===== src/rtl/rv32e_pkg.sv =====
// Shared RV32E load/store definitions: funct3 encodings, LSU state type and
// small decode helpers used by the load/store unit.
package rv32e_pkg;

  localparam int XLEN = 32;

  localparam logic [2:0] F3_B  = 3'b000;
  localparam logic [2:0] F3_H  = 3'b001;
  localparam logic [2:0] F3_W  = 3'b010;
  localparam logic [2:0] F3_BU = 3'b100;
  localparam logic [2:0] F3_HU = 3'b101;

  typedef enum logic [1:0] {
    IDLE = 2'd0,
    REQ  = 2'd1,
    DONE = 2'd2
  } lsu_state_t;

  function automatic logic f3_legal(input logic is_store, input logic [2:0] f3);
    if (is_store) begin
      return (f3 == F3_B) || (f3 == F3_H) || (f3 == F3_W);
    end
    return (f3 == F3_B) || (f3 == F3_H) || (f3 == F3_W) ||
           (f3 == F3_BU) || (f3 == F3_HU);
  endfunction

  // Index of the final byte of an access (size - 1).
  function automatic logic [1:0] f3_last_byte(input logic [2:0] f3);
    case (f3[1:0])
      2'b00:   return 2'd0;
      2'b01:   return 2'd1;
      default: return 2'd3;
    endcase
  endfunction

endpackage


===== src/rtl/lsu_extend.sv =====
// Size and sign/zero extension of an assembled little-endian load value.
module lsu_extend
  import rv32e_pkg::*;
(
  input  logic [2:0]      funct3,
  input  logic [XLEN-1:0] raw,
  output logic [XLEN-1:0] value
);

  always_comb begin
    value = raw;
    case (funct3)
      F3_B:    value = {{24{raw[7]}}, raw[7:0]};
      F3_H:    value = {{16{raw[15]}}, raw[15:0]};
      F3_BU:   value = {24'd0, raw[7:0]};
      F3_HU:   value = {16'd0, raw[15:0]};
      default: value = raw;
    endcase
  end

endmodule


===== src/rtl/load_store_unit.sv =====
// RV32E load/store unit driving a byte-serial req/ack memory bus and the
// register file write port for one cycle on load completion.
module load_store_unit
  import rv32e_pkg::*;
#(
  parameter int ADDR_W      = 24,
  parameter bit CHECK_ALIGN = 1'b1
) (
  input  logic              clk,
  input  logic              rst_n,
  input  logic              start,
  input  logic              is_store,
  input  logic [2:0]        funct3,
  input  logic [31:0]       base_addr,
  input  logic [11:0]       offset,
  input  logic [31:0]       store_data,
  input  logic [3:0]        rd,
  output logic              busy,
  output logic              done,
  output logic              fault,
  output logic [3:0]        write_register,
  output logic [31:0]       write_value,
  output logic              mem_req,
  output logic              mem_we,
  output logic [ADDR_W-1:0] mem_addr,
  output logic [7:0]        mem_wdata,
  input  logic [7:0]        mem_rdata,
  input  logic              mem_ack
);

  lsu_state_t state_q, state_d;

  logic            is_store_q;
  logic            fault_q;
  logic [2:0]      funct3_q;
  logic [3:0]      rd_q;
  logic [1:0]      cnt_q;
  logic [XLEN-1:0] ea_q;
  logic [XLEN-1:0] data_q;
  logic [XLEN-1:0] asm_q;
  logic [XLEN-1:0] ext_value;

  logic [XLEN-1:0] ea;
  logic            misaligned;
  logic            start_fault;
  logic            accept;
  logic            byte_done;
  logic            last_byte;
  logic            good_load;

  assign ea = base_addr + {{20{offset[11]}}, offset};

  always_comb begin
    misaligned = 1'b0;
    if (CHECK_ALIGN) begin
      case (funct3[1:0])
        2'b01:   misaligned = ea[0];
        2'b10:   misaligned = |ea[1:0];
        default: misaligned = 1'b0;
      endcase
    end
  end

  assign start_fault = !f3_legal(is_store, funct3) || misaligned;
  assign accept      = (state_q == IDLE) && start;
  assign byte_done   = (state_q == REQ) && mem_ack;
  assign last_byte   = (cnt_q == f3_last_byte(funct3_q));

  // Stage: control state register
  always_ff @(posedge clk or negedge rst_n) begin
    if (!rst_n) begin
      state_q <= IDLE;
    end else begin
      state_q <= state_d;
    end
  end

  // Stage: operand capture, byte counter and load assembly
  always_ff @(posedge clk or negedge rst_n) begin
    if (!rst_n) begin
      is_store_q <= 1'b0;
      fault_q    <= 1'b0;
      funct3_q   <= 3'd0;
      rd_q       <= 4'd0;
      cnt_q      <= 2'd0;
      ea_q       <= '0;
      data_q     <= '0;
      asm_q      <= '0;
    end else if (accept) begin
      is_store_q <= is_store;
      fault_q    <= start_fault;
      funct3_q   <= funct3;
      rd_q       <= rd;
      cnt_q      <= 2'd0;
      ea_q       <= ea;
      data_q     <= store_data;
      asm_q      <= '0;
    end else if (byte_done) begin
      if (!is_store_q) begin
        asm_q[{cnt_q, 3'b000} +: 8] <= mem_rdata;
      end
      cnt_q <= cnt_q + 2'd1;
    end
  end

  lsu_extend u_extend (
    .funct3 (funct3_q),
    .raw    (asm_q),
    .value  (ext_value)
  );

  // Stage: next state and outputs
  always_comb begin
    state_d        = state_q;
    busy           = 1'b0;
    done           = 1'b0;
    fault          = 1'b0;
    good_load      = 1'b0;
    write_register = 4'd0;
    write_value    = '0;
    mem_req        = 1'b0;
    mem_we         = 1'b0;
    mem_addr       = '0;
    mem_wdata      = 8'd0;
    case (state_q)
      IDLE: begin
        if (start) begin
          state_d = start_fault ? DONE : REQ;
        end
      end
      REQ: begin
        busy      = 1'b1;
        mem_req   = 1'b1;
        mem_we    = is_store_q;
        mem_addr  = ADDR_W'(ea_q + {30'd0, cnt_q});
        mem_wdata = data_q[{cnt_q, 3'b000} +: 8];
        if (mem_ack && last_byte) begin
          state_d = DONE;
        end
      end
      DONE: begin
        busy      = 1'b1;
        done      = 1'b1;
        fault     = fault_q;
        good_load = !fault_q && !is_store_q;
        if (good_load) begin
          write_register = rd_q;
          write_value    = ext_value;
        end
        state_d = IDLE;
      end
      default: state_d = IDLE;
    endcase
  end

endmodule

===== config.mk =====
export PLATFORM = sky130hd
export DESIGN_NAME = load_store_unit
export DESIGN_NICKNAME = d
export VERILOG_FILES = /design/src/rtl/rv32e_pkg.sv /design/src/rtl/lsu_extend.sv /design/src/rtl/load_store_unit.sv
export SDC_FILE = /design/constraint.sdc
export NUM_CORES = 1
export LEC_CHECK = 0
export ABC_AREA = 1
export CORE_MARGIN = 10
export CORE_UTILIZATION = 42
export CTS_CLUSTER_SIZE = 24
export DETAILED_ROUTE_END_ITERATION = 12
export PLACE_DENSITY = 0.69
export REMOVE_ABC_BUFFERS = 1
export SETUP_SLACK_MARGIN = 0.02
export SYNTH_ARGS = -nofsm -noshare
export SYNTH_HDL_FRONTEND = slang
export SYNTH_HIERARCHICAL = 1
export SYNTH_SLANG_ARGS = --single-unit

===== constraint.sdc =====
create_clock -name clk -period 3.9 [get_ports clk]
set_input_delay 0.975 -clock clk [delete_from_list [all_inputs] [get_ports clk]]
set_output_delay 0.975 -clock clk [all_outputs]
set_load 0.01 [all_outputs]

==> results_dict.tcl <==
set metrics [dict create \
    clk_latency_ns 0.36 \
    synth.distinct_cells 40 \
    synth_area_leaders "dfrtp_1 34%, nand2_1 20%, inv_1 8.7%, nor2_1 7.0%, ha_1 5.8%" \
    layout_common_cells "394 x nand2_1, 175 x inv_1, 157 x clkdlybuf4s50_1" \
    drt-total-wl_mm 22.0 \
    timing.hold.ws_ns 0.475 \
    power.leakage_uw 0.00471 \
    dr.first_iter.drc_count 524 \
    rsz0062_at_grt "no" \
    synth_edf_count 0 \
    layoutNonFillerInstCount 1540 \
    tns_ns 0 \
    syn_area_per_cell_sq_um 6.41 \
    initial_core_util 0.432 \
    min_from "data_q[26]$_DFFE_PN0P_" \
    fmax_ghz 0.271 \
    cts.clk_slew.worst_paths_ns 0.08 \
    final_nets 1443 \
    critPathKind "reg -> out" \
    slowest_stage "clkdlybuf4s50_1" \
    wl_per_cell_um 14.3 \
    ff2ff_setup_slack_ns 1.28 \
    layout-drive-gt1-share 0.0373 \
    grt_max_degree 69 \
    synth-seq-cells 101 \
    clock_sinks 101 \
    numCtsBuffers 9 \
    slew_headroom 0.513 \
    crit_arrival_ns 2.71 \
    gp_congestion 0.886 \
    hp-class "reg -> reg" \
    cts_hold_buf 0 \
    fp-row-count 48 \
    remaining_drc_errors 0 \
    startpoint_type "flop" \
    reg2reg_to "asm_q[1]$_DFFE_PN0P_" \
    finClkSkew_ns 0.0102 \
    min_period_over_period 0.946 \
    grt_pass1_wl_mm 37.2 \
    antenna_found_initial 0 \
    grt_overflow_total 0 \
    h-tree-depth 3 \
    areaGrowthSynthToFinish_pct 26.7 \
    dpl.cell_count 1524 \
    ys.flop_type "dfrtp_1" \
    critPathCaptureType "primary output" \
    synth_area_leader_cell "dfrtp_1" \
    yosysWarnings 6 \
    cp_max_fo 3 \
    core-area_sq_mm 0.0174 \
    hpwl_mm 17.3 \
    powerDensity_mw_per_mm2 508 \
    dieArea_sq_mm 0.0236 \
    num_antenna_cells 0 \
    min_period_ns 3.69 \
    first_pass_iters 8 \
    drtAntennaViolNets 0 \
    cts_tree "yes" \
    seq_area_frac_synth 0.336 \
    cts.path.max_buffers 2 \
    viasPerCell 4.87 \
    syn-cell-area_sq_mm 0.00752 \
    io_pins 169 \
    status "complete, no violations" \
    grt_pass1_vias 7316 \
    syn-instance-count 1173 \
    clockRootBuffer "clkbuf_16" \
    crit_path_max_incr_delay_ns 0.60 \
    vias 7505 \
    finalHoldViolations 0 \
    r2r-start "cnt_q[0]$_DFFE_PN0N_" \
    whs_endpoint "data_q[26]$_DFFE_PN0P_" \
    startpoint "cnt_q[1]$_DFFE_PN0N_" \
    worstMarginPinSlew_ns 0.730 \
    path_cells "ha_1, nand2_1, o21ai_2, inv_1, nor2_1, nand2_1, nor2_1, o21ai_0, a21oi_1, clkdlybuf4s50_1" \
    placement.io_buffers 160 \
    finalMaxSlewViolations 0 \
    die_w_um 154 \
    ir_drop_mv 0.297 \
    maxCapViolCount 0 \
    reg2reg_depth 6 \
    grtUsageTotal 0.188 \
    whs_path_depth 2 \
    die_y_um 154 \
    layout_commonest_cell "nand2_1" \
    setup_viol 0 \
    synth_top_area_frac 0.336 \
    crit_required_ns 2.92 \
    ys_async_sr_fraction 1.00 \
]
-- state kept, by name, indices dropped and copies added, names as in the netlist --
register and cells:
rd_q 4, ea_q 24, data_q 32, funct3_q 3
cnt_q 2, state_q 2, is_store_q 1, fault_q 1
asm_q 32
-- power breakdown --
| group | internal [uW] | total [uW] | switching (uW) |
|---|---|---|---|
| registers | 1450 | 1760 | 310 |
| logic | 818 | 2210 | 1400 |
| clock network | 444 | 867 | 422 |
| total | 2710 | 4840 | 2130 |
-- synth_stat cells, drive strengths merged, types with 3 or more instances --
cell,count
nor2,148
xor2,5
dfrtp,101
or2,3
inv,176
o22ai,6
nand3,86
nand4,10
clkbuf,15
nand2,399
o21ai,84
xnor2,8
nand3b,6
buf,28
a21oi,34
ha,35
nor3,17
-- per-layer routing --
| metal | vias to the layer above | GRT usage | routed length (um) |
|---|---|---|---|
| li1 | 3908 | - | - |
| met1 | 3359 | 0.240 | 10000 |
| met2 | 216 | 0.319 | 10500 |
| met3 | 22 | 0.0296 | 1200 |
| met4 | 0 | 0.0567 | 300 |
| met5 | - | 0 | 0 |
-- cells by family (layout without fill, tap and decap cells) --
family,count (synthesis),in the layout,synth area share
AND/OR/NAND/NOR,673,673,0.373
buffers and inverters,221,363,0.122
AO/OA/AOI/OAI,128,128,0.0897
flip-flops,101,101,0.336
adder cells (fa/ha/maj),37,37,0.0636
XOR/XNOR,13,13,0.0151
-- repair_timing --
item | CTS | global route
resized for setup | 0 | 4
setup endpoints to repair | 0 | 4
buffers inserted | 0 | 0
-- through the flow --
step	total power [uW]	utilization	setup slack (ns)	cell area (sq um)
after CTS	4880	0.546	0.112	9520
after global placement	3940	0.530	0.519	9230
after global routing	5290	0.547	0.0265	9530
after detailed placement	4000	0.530	0.500	9230
after floorplan	3140	-	0.758	7270
final	4840	0.547	0.211	9530
-- worst max-delay path by stage --
| stage | endpoint | slack (ns) | cells past startpoint |
|---|---|---|---|
| 2_1_floorplan | mem_addr[12] | 0.76 | 10 |
| 4_1_cts | mem_addr[14] | 0.11 | 12 |
| 3_5_place_dp | mem_addr[14] | 0.50 | 12 |
| 6_report | mem_addr[17] | 0.21 | 10 |
| 3_3_place_gp | mem_addr[14] | 0.52 | 12 |
| 5_1_grt | mem_addr[17] | 0.03 | 10 |
-- critical path, delay by kind of cell (launching register included) --
kind | cells | cell delay (ns)
fa+ha+maj | 1 | 0.30
flops | 1 | 0.42
compound gates | 3 | 0.48
buf+inv | 2 | 0.70
simple gates | 4 | 0.48
-- area by class of cell --
cell class                 count  area [sq um]
multi-input combinational    851          4080
inverter                     178           668
timing repair buffer         169          1680
tap                          225           282
fill                        1788          7890
clock inverter                 6          58.8
sequential                   101          2530
clock buffer                  10           229
Note: power is estimated with default switching activity, not from simulation.
==> RTL change 1 (config.mk and constraints unchanged) <==
Add an input register stage for `offset`, without a reset; this delays it by one clock. The other inputs are not delayed to match.
--- a/src/rtl/load_store_unit.sv
+++ b/src/rtl/load_store_unit.sv
@@ -30,2 +30,8 @@
 
+  logic [11:0] offset_q;
+
+  always_ff @(posedge clk) begin
+    offset_q <= offset;
+  end
+
   lsu_state_t state_q, state_d;
@@ -50,3 +56,3 @@
 
-  assign ea = base_addr + {{20{offset[11]}}, offset};
+  assign ea = base_addr + {{20{offset_q[11]}}, offset_q};
 
Formal check against the unedited RTL: not equivalent (a bounded check fails within 4 cycles, from zero or initial values and one cycle with rst_n low).
==> RTL change 1 against the unedited design <==
Routed wire length increased by 1.2%. Sequential cell count increased by 12. Largest cell class unchanged. Sequential share of layout area increased by 0.51 points. Total power increased by 22%. Critical path type unchanged. Worst setup slack got worse by 28 ps. Largest power group unchanged. Area after synthesis increased by 5.1%. Die area increased by 4.4%. Final area increased by 7.4%.
==> RTL change 1: results (changes against the unedited design) <==
The tools report the routability-driven placement congestion ratio as 0.906 (+2.2%). The routed wire length per instance is 14.1 µm (-1.7%). The first-pass GRT wire length was 36000 µm (-3.4%).

The cell area reported after detailed placement came out at 9610 µm² (+4.2%). The aggregate routed wire length is 22300 µm (+1.2%). The flow ran to the end, and the final reports show no timing, DRC or antenna violations. The tools report the number of global-route vias before repair as 7425 (+1.5%).

The flop-to-flop setup slack came out at 1650 ps (+370 ps). By area the synthesized netlist is led by sky130_fd_sc_hd__dfrtp_1, sky130_fd_sc_hd__nand2_1, sky130_fd_sc_hd__inv_1. The clock input transition at the sequential cells of the worst setup and hold paths was 60 ps (-20 ps); the count of different cell masters after synthesis was 41 (+2.5%). The clock latency of the later-clocked register in the worst-skew pair was 420 ps (+60 ps). The share of flip-flops with an asynchronous set or reset was 89.4% (-11 points). The commonest cells after synthesis are sky130_fd_sc_hd__nand2_1, sky130_fd_sc_hd__inv_1, sky130_fd_sc_hd__nor2_1, sky130_fd_sc_hd__dfrtp_1, sky130_fd_sc_hd__nand3_1. The worst register-to-register path ends at asm_q[21]. The violation count after the first detailed-route iteration was 483 (-7.8%). The final hold slack was 472 ps (-2.95 ps); the slew at the pin closest to its max-slew limit was 609 ps (-121 ps). Fraction of final layout cells with drive strength greater than 1: 6.59% (+2.9 points).

The half-perimeter wire length after placement is 17300 µm (about the same), and the sequential fraction of the synthesis area is 35.0% (+1.4 points). The largest net degree at the start of global routing came out at 58 (-16%). The final layout net count came out at 1470 (+1.9%). The mean cell area of the mapped netlist was 6.63 µm² (+3.5%). The maximum ir drop on the vdd rail was 0.353 mV (+19%); the leakage power of the design was 4.97 nW (+5.5%). The cell family contributing the most delay on the critical path was simple AND/OR/NAND/NOR gates. The clock buffer count from CTS came out at 17 (+8).

The iteration count of the initial detailed-routing pass came out at 5 (-3). The maximum net fanout on the critical path was 5 (+2). The startpoint identified for the worst register-to-register timing path is cnt_q[1].

The path depth of the worst reg2reg path is 7 (+1), and the H-tree depth reported by CTS is 4 (+1). The met1 track demand over resource in global routing is 21.3% (-2.7 points), and the met3 usage in global routing is 3.38% (+0.43 points). The slowest library cell on the worst path is sky130_fd_sc_hd__clkdlybuf4s50_1. The run gives 18.0% (-0.83 points) as the global routing usage summed across all routing layers.
-- RTL change 1: how the worst max path moves through the flow --
stage                        start            to  slack (ps)  cells after the start
after global routing      cnt_q[0]  mem_addr[22]          30                     10
final                     cnt_q[0]  mem_addr[22]         180                     10
after floorplan              start     asm_q[24]          50                      5
after global placement    cnt_q[0]  mem_addr[22]         540                     10
after detailed placement  cnt_q[0]  mem_addr[22]         520                     10
after CTS                 cnt_q[0]  mem_addr[22]          70                     10
-- RTL change 1: routing by layer --
| metal | vias to the layer above | part of all wire (%) |
|---|---|---|
| met1 | 3516 | 44 |
| met2 | 200 | 50 |
| met4 | 0 | 1.4 |
| li1 | 3989 | - |
| met5 | - | 0 |
| met3 | 25 | 4.9 |
-- RTL change 1: cells by family after synthesis --
logic type,count (synthesis),synth area share (%)
DFF,113,35.0
AOI/OAI and AO/OA,122,8.66
and+or+nand+nor,666,35.9
xor gates and xnor gates,14,1.55
buffers and inverters,239,12.8
adders and majority gates,37,6.05
-- RTL change 1: layout make-up --
cell class,instances,area (µm²)
well taps,234,293
diodes,1,2.50
fillers,1816,8340
inverters,195,732
clock buffers,17,425
repair buffers,171,1690
clock inverters,15,185
flip-flops and latches,113,2770
multi-input cells,839,4140
-- RTL change 1: what timing repair did --
item                       CTS  global route
gates resized for setup      0             4
setup endpoints to repair    0             4
hold buffers                 0             0
setup buffers                0             0
-- RTL change 1: tightest hold or removal path: stages (launching register included) --
cell                      delay, ps
sky130_fd_sc_hd__dfrtp_1        340
sky130_fd_sc_hd__nand2_1         50
sky130_fd_sc_hd__nand2_1         50
-- RTL change 1: where the power goes --
group          internal [mW]  switching [mW]  total [mW]
clock network           1.01           0.589        1.60
logic                  0.868            1.45        2.32
registers               1.61           0.359        1.97
total                   3.49            2.40        5.89
==> RTL change 2 (config.mk and constraints unchanged) <==
Made on the original files. `CHECK_ALIGN`: 1'b1 -> 1'b0.
--- a/src/rtl/load_store_unit.sv
+++ b/src/rtl/load_store_unit.sv
@@ -6,3 +6,3 @@
   parameter int ADDR_W      = 24,
-  parameter bit CHECK_ALIGN = 1'b1
+  parameter bit CHECK_ALIGN = 1'b0
 ) (
Behaviour: not the same (Yosys sat finds a counterexample within 4 cycles, from zero or initial values and one cycle with rst_n low).
==> RTL change 2 against the unedited design <==
Critical path type unchanged. Sequential cell count unchanged. Area after synthesis grew 0.40%. Worst setup slack worse by 60 ps. Final area increased by 0.26%. Total power is 9.4% higher. Routed wire length fell by 2.7%. Critical path depth is the same.
==> RTL change 2: results (changes against the unedited design) <==
The tools report the half-perimeter wire length after placement as 16800 µm (-2.8%). For the first-pass GRT wire length, the log shows 35400 µm (-4.9%). Beginning of the worst hold path: data_q[30]. Cell area reported after detailed placement: 9230 µm² (about the same). The maximum clock skew at final layout was 8.87 ps (-1.36 ps). By area the synthesized netlist is led by sky130_fd_sc_hd__dfrtp_1, sky130_fd_sc_hd__nand2_1, sky130_fd_sc_hd__inv_1.

The run finished with clean final reports. The critical path arrival is 2770 ps (+60 ps). The count of different cell masters after synthesis is 41 (+2.5%).

The normalized max-slew margin is 42.9% (-8.4 points), and the final layout net count is 1428 (-1.0%). The tools report the maximum ir drop on the vdd rail as 0.298 mV (+0.65%). The fraction of final layout cells with drive strength greater than 1 is 4.83% (+1.1 points). In the synthesized netlist, the cells that appear most often are sky130_fd_sc_hd__nand2_1, sky130_fd_sc_hd__inv_1, sky130_fd_sc_hd__nor2_1, sky130_fd_sc_hd__dfrtp_1, sky130_fd_sc_hd__nand3_1. Sequential fraction of the synthesis area: 33.5% (-0.13 points). In the final layout, the registers with the most flip-flops are asm_q: 32 flops, data_q: 32 flops, ea_q: 24 flops. The run gives 4.67 nW (-0.94%) as the leakage power of the design. The clock root buffer is sky130_fd_sc_hd__clkbuf_16.

The synthesized-area fraction occupied by ao, oa, aoi and oai cells came out at 8.50% (-0.47 points). The tools report the worst slack after detailed placement as 498 ps (-1.81 ps). The tools report the iteration count of the initial detailed-routing pass as 4 (-4). The post-layout instance area was 9550 µm² (+0.26%); the fill cell instance count of the final layout was 1738 (-2.8%). The post-synthesis share of cell area spent on xor and xnor gates came out at 1.04% (-0.47 points).

The tools report the aggregate routed wire length as 21400 µm (-2.7%). The run gives 17.8% (-1.0 points) as the global routing usage summed across all routing layers. The maximum net fanout on the critical path came out at 5 (+2). The routability-driven placement congestion ratio was 0.926 (+4.4%); the detailed-route via count was 7401 (-1.4%).

The post-synthesis adder-cell area fraction works out to 5.84% (-0.52 points).
[RTL change 2: cell types whose count changed after synthesis, sizes merged, moves of 3 or more]
cell    delta
buf        +3
nand2      +3
nor2       -5
nand4      +5
clkbuf     -3
nor3       -3
inv       +10
o21ai     -22
ha         -3
o22ai      +5
[RTL change 2: layer usage]
metal | GRT usage, % | part of all wire (%)
met5 | 0 | 0
met4 | 4.72 | 1.6
met3 | 2.98 | 5.1
met2 | 30.5 | 49
met1 | 22.5 | 45
[RTL change 2: worst max-delay path: cells and delay by family (launching register included)]
family	cells	cell delay [ps]
fa+ha+maj	1	310
compound gates	1	100
simple gates	7	1000
flops	1	430
buf+inv	1	600
[RTL change 2: path summary, 6_finish.rpt]
path	endpoint	slack [ps]	cells past startpoint
worst min register to register	data_q[30]	480	2
worst max register to register	asm_q[20]	1480	7
worst min-delay path	data_q[30]	480	2
min in group asynchronous	rd_q[2]	740	1
max in group asynchronous	data_q[23]	2460	2
worst max-delay path	mem_addr[23]	150	10
[RTL change 2: through the flow]
step,total power [mW],hold slack (ps),instances
after floorplan,3.48,444,1116
after global placement,4.37,457,1510
after detailed placement,4.42,460,1510
after CTS,5.34,479,1526
after global routing,5.81,496,1528
final,5.30,477,1528
[RTL change 2: area by class of cell]
| type | count | share of cell area, % |
|---|---|---|
| timing repair buffer | 170 | 17.7 |
| multi-input combinational | 830 | 42.5 |
| sequential | 101 | 26.5 |
| clock inverter | 5 | 0.602 |
| clock buffer | 11 | 2.54 |
| tap | 225 | 2.95 |
| inverter | 186 | 7.33 |
[RTL change 2: report_power, final]
group / internal (mW) / switching, mW / leakage (nW)
Clock: 0.516 / 0.387 / 0.150
Combinational: 0.962 / 1.54 / 3.23
Sequential: 1.52 / 0.372 / 1.28
Total: 3.00 / 2.29 / 4.67
